**src/rtl/video_timing_ctrl.sv**
```systemverilog
// Raster timing controller: walks hc/vc through active/porch/sync, pulls pixels and emits hs/vs/de/rgb.
// Latency: every output except pix_ready is registered one cycle after the counter state it reflects.
// Backpressure: none accepted downstream; a missing source pixel during active video outputs 0 and sets underflow.
module video_timing_ctrl #(
  parameter int H_ACT  = 640,
  parameter int H_FP   = 16,
  parameter int H_SYNC = 96,
  parameter int H_BP   = 48,
  parameter int V_ACT  = 480,
  parameter int V_FP   = 10,
  parameter int V_SYNC = 2,
  parameter int V_BP   = 33,
  parameter int HW     = 12,
  parameter int VW     = 12,
  parameter int DW     = 24
) (
  input  logic          clk,
  input  logic          rst,
  input  logic          en,
  input  logic          pix_valid,
  input  logic [DW-1:0] pix_data,
  output logic          pix_ready,
  output logic          hs,
  output logic          vs,
  output logic          de,
  output logic [DW-1:0] rgb,
  output logic [HW-1:0] x,
  output logic [VW-1:0] y,
  output logic          sof,
  output logic          underflow,
  output logic          running
);

  localparam int H_TOTAL = H_ACT + H_FP + H_SYNC + H_BP;
  localparam int V_TOTAL = V_ACT + V_FP + V_SYNC + V_BP;

  localparam logic [HW-1:0] H_LAST   = HW'(H_TOTAL - 1);
  localparam logic [HW-1:0] H_ACT_C  = HW'(H_ACT);
  localparam logic [HW-1:0] HS_START = HW'(H_ACT + H_FP);
  localparam logic [HW-1:0] HS_END   = HW'(H_ACT + H_FP + H_SYNC);
  localparam logic [VW-1:0] V_LAST   = VW'(V_TOTAL - 1);
  localparam logic [VW-1:0] V_ACT_C  = VW'(V_ACT);
  localparam logic [VW-1:0] VS_START = VW'(V_ACT + V_FP);
  localparam logic [VW-1:0] VS_END   = VW'(V_ACT + V_FP + V_SYNC);

  typedef enum logic [1:0] {
    ST_IDLE = 2'd0,
    ST_RUN  = 2'd1,
    ST_STOP = 2'd2
  } state_t;

  state_t          state_q, state_d;
  logic [HW-1:0]   hc_q, hc_d;
  logic [VW-1:0]   vc_q, vc_d;
  logic            de_q, de_d;
  logic            hs_q, hs_d;
  logic            vs_q, vs_d;
  logic            sof_q, sof_d;
  logic [DW-1:0]   rgb_q, rgb_d;
  logic [HW-1:0]   x_q, x_d;
  logic [VW-1:0]   y_q, y_d;
  logic            underflow_q, underflow_d;
  logic            running_q, running_d;

  logic counting;
  logic active;
  logic hsync;
  logic vsync;
  logic frame_end;

  assign counting  = (state_q != ST_IDLE);
  assign active    = (hc_q < H_ACT_C) && (vc_q < V_ACT_C);
  assign hsync     = (hc_q >= HS_START) && (hc_q < HS_END);
  assign vsync     = (vc_q >= VS_START) && (vc_q < VS_END);
  assign frame_end = (hc_q == H_LAST) && (vc_q == V_LAST);

  // Pixel is taken on every active cycle while counting; never depends on pix_valid.
  assign pix_ready = active && counting;

  // Next state: a stop request only takes effect at the last cycle of the frame.
  always_comb begin
    state_d = state_q;
    unique case (state_q)
      ST_IDLE: if (en) state_d = ST_RUN;
      ST_RUN:  if (!en) state_d = ST_STOP;
      ST_STOP: begin
        if (en)             state_d = ST_RUN;
        else if (frame_end) state_d = ST_IDLE;
      end
      default: state_d = ST_IDLE;
    endcase
  end

  // Raster counters: held at the origin in IDLE, free-running otherwise.
  always_comb begin
    hc_d = hc_q;
    vc_d = vc_q;
    if (!counting) begin
      hc_d = '0;
      vc_d = '0;
    end else if (hc_q == H_LAST) begin
      hc_d = '0;
      vc_d = (vc_q == V_LAST) ? '0 : vc_q + 1'b1;
    end else begin
      hc_d = hc_q + 1'b1;
    end
  end

  // Output next-state: timing strobes gated by counting so IDLE stays quiet.
  always_comb begin
    de_d        = active && counting;
    hs_d        = hsync && counting;
    vs_d        = vsync && counting;
    sof_d       = counting && (hc_q == '0) && (vc_q == '0);
    x_d         = counting ? hc_q : x_q;
    y_d         = counting ? vc_q : y_q;
    rgb_d       = rgb_q;
    underflow_d = underflow_q;
    running_d   = (state_d != ST_IDLE);
    if (pix_ready) begin
      rgb_d = pix_valid ? pix_data : '0;
    end
    if (pix_ready && !pix_valid) begin
      underflow_d = 1'b1;
    end else if (!counting && !en) begin
      underflow_d = 1'b0;
    end
  end

  // State, counters and registered outputs; reset returns everything to an idle origin.
  always_ff @(posedge clk or negedge rst) begin
    if (!rst) begin
      state_q     <= ST_IDLE;
      hc_q        <= '0;
      vc_q        <= '0;
      de_q        <= 1'b0;
      hs_q        <= 1'b0;
      vs_q        <= 1'b0;
      sof_q       <= 1'b0;
      rgb_q       <= '0;
      x_q         <= '0;
      y_q         <= '0;
      underflow_q <= 1'b0;
      running_q   <= 1'b0;
    end else begin
      state_q     <= state_d;
      hc_q        <= hc_d;
      vc_q        <= vc_d;
      de_q        <= de_d;
      hs_q        <= hs_d;
      vs_q        <= vs_d;
      sof_q       <= sof_d;
      rgb_q       <= rgb_d;
      x_q         <= x_d;
      y_q         <= y_d;
      underflow_q <= underflow_d;
      running_q   <= running_d;
    end
  end

  assign de        = de_q;
  assign hs        = hs_q;
  assign vs        = vs_q;
  assign sof       = sof_q;
  assign rgb       = rgb_q;
  assign x         = x_q;
  assign y         = y_q;
  assign underflow = underflow_q;
  assign running   = running_q;

endmodule

```
**config.mk**
```make
export PLATFORM = sky130hd
export DESIGN_NAME = video_timing_ctrl
export DESIGN_NICKNAME = d
export VERILOG_FILES = /design/src/rtl/video_timing_ctrl.sv
export SDC_FILE = /design/constraint.sdc
export NUM_CORES = 1
export LEC_CHECK = 0
export BUFFER_PORTS_ARGS = -buffer_cell sky130_fd_sc_hd__buf_2
export CAP_MARGIN = 20
export CORE_AREA = 2 2 102 104
export DETAILED_ROUTE_END_ITERATION = 12
export DIE_AREA = 0 0 104 106
export PLACE_DENSITY_LB_ADDON = 0.12
export SLEW_MARGIN = 20
export SYNTH_ARGS = -nofsm -noshare
export SYNTH_HDL_FRONTEND = slang
export SYNTH_SLANG_ARGS = --single-unit
```
**constraint.sdc**
```tcl
create_clock -name clk -period 6.2 [get_ports clk]
set_input_delay 1.24 -clock clk [delete_from_list [all_inputs] [get_ports clk]]
set_output_delay 1.24 -clock clk [all_outputs]
set_load 0.03 [all_outputs]
```
==> metrics.md, run 1 <==
| Metric | Value |
|---|---|
| F_max | `0.285 GHz` |
| Peak supply drop | `0.132 mV` |
| Crit-path max FO | `26` |
| Max-cap violations | `0` |
| CP arrival | `2.26 ns` |
| Via count | `2778` |
| Mean Syn Cell Area | `9.70 µm²` |
| Endpoints failing hold | `0` |
| Pre-antenna DRT Iters | `4` |
| Final WL | `8140 µm` |
| Register area share after synthesis | `55.3%` |
| Port Buffers | `82` |
| Post-DP HPWL | `5440 µm` |
| Post-Syn Instances | `373` |
| Worst skew pair latency | `0.34 ns` |
| Core area | `10000 µm²` |
| Pwr/cell area | `257 nW/µm²` |
| P_leak | `2.28 nW` |
| Placed cells | `570` |
| DR vias/cell | `4.74` |
| Vias in the first global route | `2732` |
| Ant. Diodes | `0` |
| Crit path launch type | `register` |
| CTS max path bufs | `2` |
| Synth warn | `0` |
| Die X-Extent | `104 µm` |
| Post-Syn Area | `3620 µm²` |
| Hold crit path type | `reg2reg` |
| Critical path class | `reg2out` |
| Area grow syn2layout | `19.4%` |
| Final nets | `477` |
| Initial drt markers | `93` |
| Maximum clock skew at final layout | `0.0144 ns` |
| Antenna violations before repair | `0` |
| Max-slew violations | `0` |
| Sink Count | `80` |
| Share of layout cells above drive strength 1 | `24.4%` |
| Top-Level Pins | `83` |
| Inserted Clock Buffers | `9` |
| Total power | `1.11 mW` |
| Post-DR wirelength/cell | `13.9 µm` |
| Synthesized Nets | `405` |
| Yosys reg bits | `80` |
| Final setup violation count | `0` |
| PostCTS Resize Cnt | `0` |
| CTS root buf | `clkbuf_8` |
| Post-route ant nets | `0` |
| CP endpoint kind | `output port` |
| Final Wtd Congestion | `0.819` |
| H-tree levels | `3` |
| Post-route insts no fill | `586` |
| Setup TNS | `0 ns` |
| WP data required | `4.96 ns` |
| Grt total ovfl | `0` |
| Run status | `finished, final reports clean` |
| Unrepaired setup endpoints after global routing | `false` |
| # rows | `37` |
| Clock slew at reported path FFs | `0.09 ns` |
| # hold bufs at CTS | `0` |
| Die ar. | `11000 µm²` |
| Die height | `106 µm` |
| Minimum clock period | `3.50 ns` |
| # Post-CTS Setup Buffers | `0` |
| Residual DRC | `0` |
| Hold slack | `0.464 ns` |
| Largest net degree at the start of global routing | `81` |
| First-pass GRT wire length | `13800 µm` |
| Synth unique cells | `44` |
| Slew headroom | `50.0%` |
| Global Route Usage Sum | `15.5%` |
| Fin crit share | `56.5%` |
| Worst Tran Pin Value | `0.750 ns` |
| CTS tree | `built` |
| Initial core utilization | `36.2%` |
==> metrics by stage <==
step                util, %  setup slack, ns  area, µm²
CTS                    43.1             2.67       4310
global placement       41.4             3.07       4140
global route           43.2             2.62       4320
detailed placement     41.4             3.06       4140
finish                 43.2             2.70       4320
floorplan                 -             3.07       3620
==> cells in the final DEF (no fill, tap or decap), drive strengths merged, types with 3 or more instances in the layout <==
cell and n:
nand2 94, or4 4, xor2 5, nand4 5, nor2 14, a22o 7
ha 4, or2 3, nand3 11, buf 84, mux2i 25, xnor2 5
clkinvlp 3, and3 4, o21ai 11, nor3 10, clkbuf 11, a21oi 3
dfrtp 80, o31ai 8, or3 5, inv 32
==> power breakdown <==
part / total (mW) / switching (mW) / leakage [nW] / internal, mW
combinational: 0.193 / 0.133 / 1.12 / 0.0597
clock: 0.343 / 0.188 / 0.0813 / 0.155
sequential: 0.575 / 0.0211 / 1.07 / 0.554
==> cells in the mapped netlist (all sizes together) <==
library cell  instances  area, µm²
xnor2                 5       43.8
a21o                  2       15.0
or3                   5       36.3
nand2                94        353
nor4                  2       12.5
nand3b                1       7.51
o211ai                2       15.0
buf                   4       18.8
dfrtp                80       2000
or2                   3       18.8
nand2b                1       6.26
or4b                  1       10.0
a21oi                 3       15.0
and3                  4       25.0
inv                  32        120
xor2                  5       43.8
or4                   4       33.8
o31ai                 8       70.1
a21boi                1       7.51
o21ai                11       55.1
and4                  1       8.76
nor4bb                1       10.0
clkbuf               19       71.3
nor2                 14       52.6
o311ai                1       8.76
nor3                 10       55.1
and2                  1       6.26
mux2i                25        250
ha                    4       50.1
nand3                11       55.1
nand4                 5       31.3
a22o                  7       61.3
nor2b                 1       6.26
nand4b                1       8.76
nor4b                 2       17.5
a2111oi               2       17.5
==> per-layer routing <==
layer  global-route usage, %  part of all wire [%]
met4                    6.27                  0.65
met1                    22.2                    50
met5                       0                     0
met3                    3.99                   6.9
met2                    22.4                    42
==> cell families (layout without fill, tap and decap cells) <==
logic type      after synthesis  in the layout  share of synthesized area [%]
xor+xnor                     10             10                           2.42
mux                          25             25                           6.91
compound gates               37             37                           7.33
fa+ha+maj                     4              4                           1.38
simple gates                162            162                           20.8
buf+inv                      55            132                           5.81
flops                        80             80                           55.3
==> area by class of cell <==
class | count | area [µm²]
fill | 1034 | 5680
sequential | 80 | 2000
multi-input combinational | 238 | 1420
timing repair buffer | 84 | 432
tap | 136 | 170
clock buffer | 11 | 141
inverter | 32 | 120
clock inverter | 5 | 32.5
==> worst paths after layout <==
| check | end | from | slack, ns | cells after the start |
|---|---|---|---|---|
| worst max-delay path | pix_ready | vc_q[9]$_DFFE_PN0P_ | 2.70 | 5 |
| worst min-delay path | x[2]$_DFFE_PN0N_ | x[2]$_DFFE_PN0N_ | 0.46 | 2 |
| worst max register to register | vc_q[7]$_DFFE_PN0P_ | hc_q[7]$_DFF_PN0_ | 3.80 | 4 |
| worst min register to register | x[2]$_DFFE_PN0N_ | x[2]$_DFFE_PN0N_ | 0.46 | 2 |
| max in group asynchronous | vc_q[5]$_DFFE_PN0P_ | rst | 4.74 | 1 |
| min in group asynchronous | y[8]$_DFFE_PN0N_ | rst | 0.89 | 1 |
==> critical path, cell delays in order (launching register included) <==
cell     delay, ns
dfrtp_1       0.47
or4_1         0.62
or2_1         0.28
buf_4         0.27
inv_2         0.09
buf_2         0.19
==> flip-flops by register name, indices dropped and copies added (netlist names), 2 cells and up <==
signal   count
hc_q        12
rgb         24
x           12
state_q      2
vc_q        12
y           12
Note: power is estimated with default switching activity, not from simulation.
==> run 2, diff against run 1 <==
--- a/config.mk
+++ b/config.mk
@@ -5,11 +5,12 @@
 export SDC_FILE = /design/constraint.sdc
 export NUM_CORES = 1
 export LEC_CHECK = 0
+export ABC_AREA = 1
 export BUFFER_PORTS_ARGS = -buffer_cell sky130_fd_sc_hd__buf_2
 export CAP_MARGIN = 20
-export CORE_AREA = 2 2 102 104
+export CORE_AREA = 2 2 103 105
 export DETAILED_ROUTE_END_ITERATION = 12
-export DIE_AREA = 0 0 104 106
+export DIE_AREA = 0 0 105 107
 export PLACE_DENSITY_LB_ADDON = 0.12
 export SLEW_MARGIN = 20
 export SYNTH_ARGS = -nofsm -noshare
==> constraint.sdc (replaced) <==
create_clock -name clk -period 3.57 [get_ports clk]
set_input_delay 0.714 -clock clk [delete_from_list [all_inputs] [get_ports clk]]
set_output_delay 0.714 -clock clk [all_outputs]
set_load 0.03 [all_outputs]
==> metrics.md, run 2 <==
| Metric | Value |
|---|---|
| Most common cell after layout, fill and taps aside | `nand2_1` |
| Pre-antenna DRT Iters | `4` |
| CP Depth | `7` |
| Synth warn | `0` |
| Mean Syn Cell Area | `8.16 µm²` |
| Synth Area in Adders | `1.37%` |
| Ant. Diodes | `0` |
| Worst Tran Pin Value | `0.747 ns` |
| Clock network fraction of total power | `35.2%` |
| Minimum clock period | `2.64 ns` |
| Post-Syn Instances | `447` |
| Final nets | `556` |
| H-tree levels | `3` |
| # rows | `37` |
| Simple-gate portion of the synthesized area | `28.7%` |
| Initial core utilization | `36.2%` |
| Endpoints failing hold | `0` |
| Crit-path cells | `nand2_1 -> nor2_2 -> nor2_1 -> nand3_2 -> buf_4 -> inv_1 -> buf_2` |
| # hold bufs at CTS | `0` |
| Max-slew violations | `0` |
| Worst skew pair latency | `0.35 ns` |
| CP max stage cell | `dfrtp_1` |
| Sw Share | `30.4%` |
| Max-cap violations | `0` |
| Mux cell area share after synthesis | `0%` |
| Worst slack at placement | `1.31 ns` |
| Peak supply drop | `0.198 mV` |
| EDFF count, synth | `0` |
| Unrepaired setup endpoints after global routing | `false` |
| Synth unique cells | `25` |
| Setup TNS | `0 ns` |
| Slowest stage delay, CP | `0.45 ns` |
| Most frequent cell after synthesis | `nand2_1` |
| Run status | `finished, final reports clean` |
| Via count | `3094` |
| Internal power | `1.42 mW` |
| Critical path class | `reg2out` |
| DR vias/cell | `4.65` |
| Die height | `107 µm` |
| Largest net degree at the start of global routing | `81` |
| Post-route ant nets | `0` |
| P_leak | `2.25 nW` |
| Post-DR wirelength/cell | `12.7 µm` |
| Fillers | `1087` |
| Synth Area in XOR/XNOR | `0.720%` |
| Switch Pwr | `0.618 mW` |
| Post-DP HPWL | `5930 µm` |
| Max reg flops | `24` |
| Largest family of logic cells by synthesized area | `simple AND/OR/NAND/NOR gates` |
| CP arrival | `1.92 ns` |
| Top-Level Pins | `83` |
| Residual DRC | `0` |
| WP data required | `2.86 ns` |
| Crit path launch type | `register` |
| CP endpoint kind | `output port` |
| Synthesized Nets | `479` |
| Global Route Usage Sum | `16.2%` |
| Maximum clock skew at final layout | `0.0115 ns` |
| Share of layout cells above drive strength 1 | `21.0%` |
| Synth top cells by count | `152 x nand2_1, 80 x dfrtp_1, 50 x o21ai_0` |
| Main synth FF type | `dfrtp_1` |
| Clock slew at reported path FFs | `0.08 ns` |
| Flop pwr share | `49.0%` |
| FF/Latch Area | `2000 µm²` |
| Area grow syn2layout | `19.9%` |
| Cell taking the most area after synthesis | `dfrtp_1` |
| F_max | `0.379 GHz` |
| Sink Count | `80` |
| Die X-Extent | `105 µm` |
| Worst path bufs/invs | `3` |
| Top delay family on crit path | `buffers and inverters` |
| # Post-CTS Setup Buffers | `0` |
| Die ar. | `11200 µm²` |
| PostCTS Resize Cnt | `0` |
| Final setup violation count | `0` |
| Initial drt markers | `119` |
| Port Buffers | `82` |
| First-pass GRT wire length | `14600 µm` |
| Final WL | `8460 µm` |
| Final Wtd Congestion | `0.868` |
| Vias in the first global route | `3034` |
| Pwr/cell area | `465 nW/µm²` |
| Commonest cells after routing, fill and taps aside | `152 x nand2_1, 81 x buf_2, 80 x dfrtp_1` |
| CTS tree | `built` |
| Area of the multi-input gates | `1420 µm²` |
| Logic pwr share | `15.8%` |
| CTS max path bufs | `2` |
| Antenna violations before repair | `0` |
| Slew headroom | `50.2%` |
| Area fraction in compound gates after synthesis | `8.26%` |
| Yosys reg bits | `80` |
| Reg2Reg Depth | `5` |
| Top cells by area, synth | `dfrtp_1 55%, nand2_1 16%, o21ai_0 6.9%` |
| Final worst setup slack | `0.933 ns` |
| Hold crit path type | `in2async` |
| Grt total ovfl | `0` |
| Post-Syn Area | `3650 µm²` |
| Crit-path max FO | `50` |
| Core area | `10100 µm²` |
| Post-synth ARST share | `100%` |
| Fin crit share | `73.9%` |
| Register area share after synthesis | `54.9%` |
| CTS root buf | `clkbuf_8` |
| Inserted Clock Buffers | `9` |
| Area fraction of the dominant cell type after synthesis | `54.9%` |
-- run 2: power groups by stage --
| stage | Clock, mW | Sequential [mW] | Combinational (mW) |
|---|---|---|---|
| 6_report | 0.716 | 0.998 | 0.322 |
| 5_1_grt | 0.777 | 1.01 | 0.360 |
| 4_1_cts | 0.737 | 0.999 | 0.328 |
| 3_5_place_dp | 0 | 1.02 | 0.329 |
| 3_3_place_gp | 0 | 1.02 | 0.327 |
| 2_1_floorplan | 0 | 1.11 | 0.118 |
-- run 2: worst paths after layout --
path | to | from | slack [ns]
worst min register to register | hc_q[0]$_DFF_PN0_ | hc_q[0]$_DFF_PN0_ | 0.47
worst max register to register | vc_q[7]$_DFFE_PN0P_ | state_q[1]$_DFF_PN0_ | 1.64
min in group clk | hc_q[0]$_DFF_PN0_ | hc_q[0]$_DFF_PN0_ | 0.47
worst min-delay path | x[9]$_DFFE_PN0N_ | rst | 0.36
max in group asynchronous | hs$_DFF_PN0_ | rst | 2.65
worst max-delay path | pix_ready | vc_q[7]$_DFFE_PN0P_ | 0.93
-- run 2: final cells by class --
type                            instances  share of cell area, %
Clock buffer                           11                   3.46
Clock inverter                          5                   1.43
Inverter                               36                   3.09
Multi-Input combinational cell        313                   32.5
Sequential cell                        80                   45.7
Tap cell                              136                   3.89
Timing Repair Buffer                   84                   9.86
-- run 2: per-stage QoR --
stage / cells / utilization (%) / hold slack (ns) / instance area [µm²] / power (mW)
4_1_cts: 665 / 43.3 / 0.467 / 4370 / 2.06
2_1_floorplan: 447 / - / 0.418 / 3650 / 1.23
6_report: 665 / 43.4 / 0.362 / 4380 / 2.04
5_1_grt: 665 / 43.4 / 0.454 / 4380 / 2.14
3_5_place_dp: 649 / 41.2 / 0.456 / 4160 / 1.34
3_3_place_gp: 649 / 41.2 / 0.451 / 4160 / 1.34
-- run 2: cell families (layout without fill, tap and decap cells) --
family / after synthesis / count (layout)
adder cells (fa/ha/maj): 4 / 4
buffers and inverters: 54 / 136
AO/OA/AOI/OAI: 60 / 60
AND/OR/NAND/NOR: 246 / 246
XOR/XNOR: 3 / 3
flip-flops: 80 / 80
-- run 2: routing by layer --
layer  up-vias  GRT usage [%]  part of all wire (%)
met5         -              0                     0
met4         0           6.38                   1.1
met3         7           3.04                   5.7
met2       103           24.0                    43
met1      1409           23.4                    50
li1       1575              -                     -
